`src/rtl/adder_arbiter_pkg.sv`:
```
// Shared constants and helpers for the adder_arbiter block.
package adder_arbiter_pkg;

  localparam int DEF_N    = 32;
  localparam int DEF_NREQ = 4;
  localparam int CNT_W    = 16;

  // Width of a requester index; never below one bit.
  function automatic int id_w(input int n);
    return (n <= 2) ? 1 : $clog2(n);
  endfunction

endpackage

```
`src/rtl/adder_arbiter_rr_arbiter.sv`:
```
// Round-robin grant selection: search starts one past last_grant and wraps.
module rr_arbiter
  import adder_arbiter_pkg::*;
#(
  parameter int NREQ = DEF_NREQ,
  parameter int IDW  = id_w(NREQ)
) (
  input  logic [NREQ-1:0] req,
  input  logic [IDW-1:0]  last_grant,
  output logic [NREQ-1:0] grant
);

  always_comb begin
    int  idx;
    logic found;
    grant = '0;
    found = 1'b0;
    idx   = 0;
    for (int k = 1; k <= NREQ; k++) begin
      idx = int'(last_grant) + k;
      if (idx >= NREQ) idx = idx - NREQ;
      for (int j = 0; j < NREQ; j++) begin
        if (!found && (j == idx) && req[j]) begin
          grant[j] = 1'b1;
          found    = 1'b1;
        end
      end
    end
  end

endmodule

```
`src/rtl/full_adder.sv`:
```
// N-bit ripple-carry adder with carry-in and carry-out.
module full_adder #(
  parameter int N = 32
) (
  input  logic [N-1:0] a,
  input  logic [N-1:0] b,
  input  logic         cin,
  output logic [N-1:0] sum,
  output logic         cout
);

  always_comb begin : ripple
    logic carry;
    carry = cin;
    sum   = '0;
    for (int i = 0; i < N; i++) begin
      sum[i] = a[i] ^ b[i] ^ carry;
      carry  = (a[i] & b[i]) | (carry & (a[i] ^ b[i]));
    end
    cout = carry;
  end

endmodule

```
`src/rtl/adder_arbiter.sv`:
```
// Shared ripple-carry adder with round-robin arbitration and a one-deep result register.
// Define ADDER_ARBITER_STATS_EN to add per-requester saturating grant counters (grant_cnt).
module adder_arbiter
  import adder_arbiter_pkg::*;
#(
  parameter  int N    = DEF_N,
  parameter  int NREQ = DEF_NREQ,
  localparam int IDW  = id_w(NREQ)
) (
  input  logic              clk,
  input  logic              rst,
  input  logic [NREQ-1:0]   req_valid,
  output logic [NREQ-1:0]   req_ready,
  input  logic [NREQ*N-1:0] req_a,
  input  logic [NREQ*N-1:0] req_b,
  input  logic [NREQ-1:0]   req_cin,
  output logic              rsp_valid,
  input  logic              rsp_ready,
  output logic [N-1:0]      rsp_sum,
  output logic              rsp_cout,
  output logic [IDW-1:0]    rsp_id
`ifdef ADDER_ARBITER_STATS_EN
  ,
  output logic [NREQ*CNT_W-1:0] grant_cnt
`endif
);

  logic [IDW-1:0]  last_grant;
  logic [NREQ-1:0] grant;
  logic            slot_free;
  logic            transfer;
  logic [N-1:0]    sel_a, sel_b, add_sum;
  logic            sel_cin, add_cout;
  logic [IDW-1:0]  sel_id;

  rr_arbiter #(.NREQ(NREQ), .IDW(IDW)) u_arb (
    .req        (req_valid),
    .last_grant (last_grant),
    .grant      (grant)
  );

  assign slot_free = !rsp_valid | rsp_ready;
  // Ready is also gated by rst so nothing is accepted while reset is held.
  assign req_ready = (slot_free && !rst) ? grant : '0;
  assign transfer  = |req_ready;

  always_comb begin
    sel_a   = '0;
    sel_b   = '0;
    sel_cin = 1'b0;
    sel_id  = '0;
    for (int j = 0; j < NREQ; j++) begin
      if (grant[j]) begin
        sel_a   = req_a[j*N +: N];
        sel_b   = req_b[j*N +: N];
        sel_cin = req_cin[j];
        sel_id  = IDW'(j);
      end
    end
  end

  full_adder #(.N(N)) u_add (
    .a    (sel_a),
    .b    (sel_b),
    .cin  (sel_cin),
    .sum  (add_sum),
    .cout (add_cout)
  );

  always_ff @(posedge clk or posedge rst) begin
    if (rst) begin
      rsp_valid  <= 1'b0;
      rsp_sum    <= '0;
      rsp_cout   <= 1'b0;
      rsp_id     <= '0;
      last_grant <= IDW'(NREQ - 1);
    end else if (transfer) begin
      rsp_valid  <= 1'b1;
      rsp_sum    <= add_sum;
      rsp_cout   <= add_cout;
      rsp_id     <= sel_id;
      last_grant <= sel_id;
    end else if (rsp_ready) begin
      rsp_valid  <= 1'b0;
    end
  end

`ifdef ADDER_ARBITER_STATS_EN
  logic [CNT_W-1:0] cnt_q [NREQ];

  always_ff @(posedge clk or posedge rst) begin
    if (rst) begin
      for (int k = 0; k < NREQ; k++) cnt_q[k] <= '0;
    end else begin
      for (int k = 0; k < NREQ; k++) begin
        if (req_ready[k] && (cnt_q[k] != '1)) cnt_q[k] <= cnt_q[k] + 1'b1;
      end
    end
  end

  for (genvar k = 0; k < NREQ; k++) begin : g_cnt
    assign grant_cnt[k*CNT_W +: CNT_W] = cnt_q[k];
  end
`endif

endmodule

```
`config.mk`:
```
export PLATFORM = sky130hd
export DESIGN_NAME = adder_arbiter
export DESIGN_NICKNAME = d
export VERILOG_FILES = /design/src/rtl/adder_arbiter_pkg.sv /design/src/rtl/adder_arbiter_rr_arbiter.sv /design/src/rtl/full_adder.sv /design/src/rtl/adder_arbiter.sv
export SDC_FILE = /design/constraint.sdc
export NUM_CORES = 1
export LEC_CHECK = 0
export BUFFER_PORTS_ARGS = -buffer_cell sky130_fd_sc_hd__clkbuf_2
export CORE_AREA = 3 3 117 119
export CTS_BUF_LIST = sky130_fd_sc_hd__clkbuf_8
export DETAILED_ROUTE_END_ITERATION = 12
export DIE_AREA = 0 0 120 122
export GPL_TIMING_DRIVEN = 0
export REMOVE_ABC_BUFFERS = 1
export SLEW_MARGIN = 5
export SYNTH_ARGS = -nofsm -noshare
export SYNTH_HDL_FRONTEND = slang
export SYNTH_SLANG_ARGS = --single-unit
export TNS_END_PERCENT = 30
```
`constraint.sdc`:
```
create_clock -name clk -period 17.5 [get_ports clk]
set_input_delay 2.625 -clock clk [delete_from_list [all_inputs] [get_ports clk]]
set_output_delay 2.625 -clock clk [all_outputs]
set_load 0.01 [all_outputs]
```
==> impl_results.md <==
- Worst setup SP type: primary input
- Synthesized area: 3865 sq um
- PwrDens: 157.9 nW/um^2
- Synth-to-Final Area Change: 51.96%
- Pin count of the biggest net entering global routing: 40
- Maxcap violations: 0
- CP Data Arrival Time: 17.19 ns
- Layout Cells excl Fill: 883
- Worst-case vdd ir drop: 50.22 uV
- Final setup vio count: 0
- Wire per inst: 19.45 um
- Pre-antenna DRT Iters: 7
- Final setup margin: 0.4765 ns
- Clock Sinks: 38
- Worst slew pin tran: 0.9085 ns
- Relative slew slack: 39.43%
- Syn_area_per_cell: 9.313 sq um
- Worst R2R Start: last_grant[1]
- Total track usage: 22.21%
- Inserted Clock Buffers: 5
- EDFF count, synth: 0
- Post-Place Setup Slack: -1.610 ns
- Peak fanout along the critical path: 17
- Async SR Flop Fraction: 100.0%
- Post-synthesis cell count: 415
- H-tree depth: 2
- Area of the die: 14,640 sq um
- Slowest cell delay on critical path: 0.46 ns
- Outcome: completed
- P_leak: 3.174 nW
- Hold Slack: 0.4894 ns
- TritonCTS clock tree: done
- Setup crit start: req_valid[2]
- Row count: 41
- Synth unique cells: 31
- CTS root buf: clkbuf_8
- Fin crit share: 97.28%
- Initial core utilization: 30.50%
- Vias: 4,628
- Skew final: 0.01048 ns
- Syn. warnings: 0
- Pins over their slew limit: 0
- Finished Cell Area: 5873 sq um
- CTS Hold Bufs: 0
- RD Place Congestion: 0.8308
- Die Ht: 122 um
- DR iter-0 viols: 344
- I/O Pins: 307
- Core area: 12,670 sq um
- Most used cell, CP: fa_1
- Hold_sp: rsp_id[1]
- CTS Buffer Depth: 2
- WP data required: 17.67 ns
- Final HPWL DP: 11,580 um
- Vias in the first global route: 4,826
- FMAX: 58.74 MHz
- Vias per cell: 5.241
- Placed cell areas: 5533 sq um
- Minimum clock period: 17.02 ns
- Initial antenna violation count: 0
- DRC Markers: 0
- RSZ-0062 raised after global routing: no
- Post-synth top flop: dfrtp_1
- Min-delay worst type: reg -> reg
- Yosys reg bits: 38
- Power, Total: 0.9271 mW
- Final wirelength: 17,180 um
- Setup CP Type: in -> reg
- Ant. Diodes: 0
- Register area share after synthesis: 24.67%
- ANT nets after route: 0
- CTS clk-pin slew, worst paths: 0.08 ns
- Placed insts: 858
- Port Buffer Count: 306
- First-pass GRT wire length: 25,140 um
- Slowest-stage cell, CP: fa_1
- Crit end category: flop
- Worst-skew pair later-pin latency: 0.29 ns
- Share of layout cells above drive strength 1: 51.20%
- Chip width: 120 um
- Nets: 1,009
- Fin. Hold Viols: 0
- Grt total ovfl: 0
## cell usage in the layout, fill, tap and decap left out, types with 2 or more instances in the layout
| master | instances |
|---|---|
| a21o_1 | 32 |
| buf_4 | 11 |
| a221oi_1 | 33 |
| o21a_1 | 2 |
| clkbuf_2 | 304 |
| mux2i_1 | 30 |
| clkbuf_8 | 6 |
| nor2b_1 | 2 |
| inv_1 | 38 |
| o211a_1 | 2 |
| a2bb2oi_1 | 32 |
| o21ai_1 | 2 |
| and2_4 | 2 |
| fa_2 | 14 |
| dfstp_2 | 2 |
| nor2_1 | 71 |
| buf_12 | 3 |
| mux2_1 | 3 |
| clkbuf_4 | 2 |
| a21oi_1 | 5 |
| o211a_2 | 2 |
| dfrtp_1 | 36 |
| and2_2 | 2 |
| fa_1 | 18 |
| a222oi_1 | 32 |
| nand2_1 | 5 |
## cell usage after synthesis (6+ instances only)
master / n / area share (%)
dfrtp_1: 36 / 23
clkbuf_1: 30 / 2.9
a21o_1: 32 / 6.2
fa_1: 32 / 17
mux2i_1: 30 / 7.8
inv_1: 38 / 3.7
a21oi_1: 6 / 0.78
a221oi_1: 33 / 7.5
buf_1: 6 / 0.58
nor2_1: 72 / 7.0
a222oi_1: 32 / 8.3
a2bb2oi_1: 32 / 7.3
## kinds of logic after synthesis
kind of cell	after synthesis	share of synthesized area, %
adder cells (fa/ha/maj)	32	16.57
AND/OR/NAND/NOR	84	8.611
buffers and inverters	79	8.223
flip-flops	38	24.67
AO/OA/AOI/OAI	149	33.28
multiplexers	33	8.644
## flip-flops by register name, indices dropped and copies added (netlist names)
signal      cells
rsp_sum        32
last_grant      2
rsp_id          2
rsp_cout        1
rsp_valid       1
## stage by stage
stage          util (%)  TNS [ns]
3_5_place_dp      43.67    -4.777
3_3_place_gp      42.91    -17.21
4_1_cts           46.10         0
2_1_floorplan         -    -3.686
5_1_grt           46.35         0
6_report          46.35         0
## area by class of cell
class                      count  area (sq um)
clock inverter                 2         8.758
clock buffer                   6         82.58
multi-input combinational    304          2733
sequential                    38         953.4
fill                        1248          6798
timing repair buffer         323          1738
inverter                      38         142.6
tap                          172         215.2
## report_power, final
group,switching (mW),total (mW),leakage (nW),internal (mW)
clock network,0.0311,0.0624,0.0524,0.0313
logic,0.372,0.696,2.68,0.324
registers,0.0304,0.169,0.439,0.139
## critical path, delay by kind of cell
family | cells | cell delay (ns)
compound gates | 4 | 0.63
simple gates | 1 | 0.20
buf+inv | 5 | 0.58
mux | 1 | 0.29
fa+ha+maj | 32 | 12.82
## final timing paths
| kind | to | slack (ns) | depth (start not counted) |
|---|---|---|---|
| max | rsp_sum[31] | 0.48 | 43 |
| min | rsp_id[1] | 0.49 | 1 |
| max reg2reg | rsp_sum[31] | 2.35 | 42 |
| min reg2reg | rsp_id[1] | 0.49 | 1 |
| max in group asynchronous | rsp_sum[26] | 14.47 | 2 |
| min in group asynchronous | rsp_sum[6] | 2.49 | 2 |
## metal layers
layer  GRT usage [%]  vias up  share of wire (%)  wire [um]
li1                -     2165                  -          -
met5               0        -                  0          0
met2           42.82      275                 53       9165
met4           6.371        0                1.8        302
met3           3.528       16                7.9       1360
met1           25.13     2172                 37       6348
## repair_timing
action | in CTS | in global routing
gates cloned | 7 | 0
buffers inserted | 10 | 0
pin swaps | 8 | 1
resized for setup | 20 | 6
endpoints found under the setup margin | 5 | 1
(Power assumes the default switching activity.)
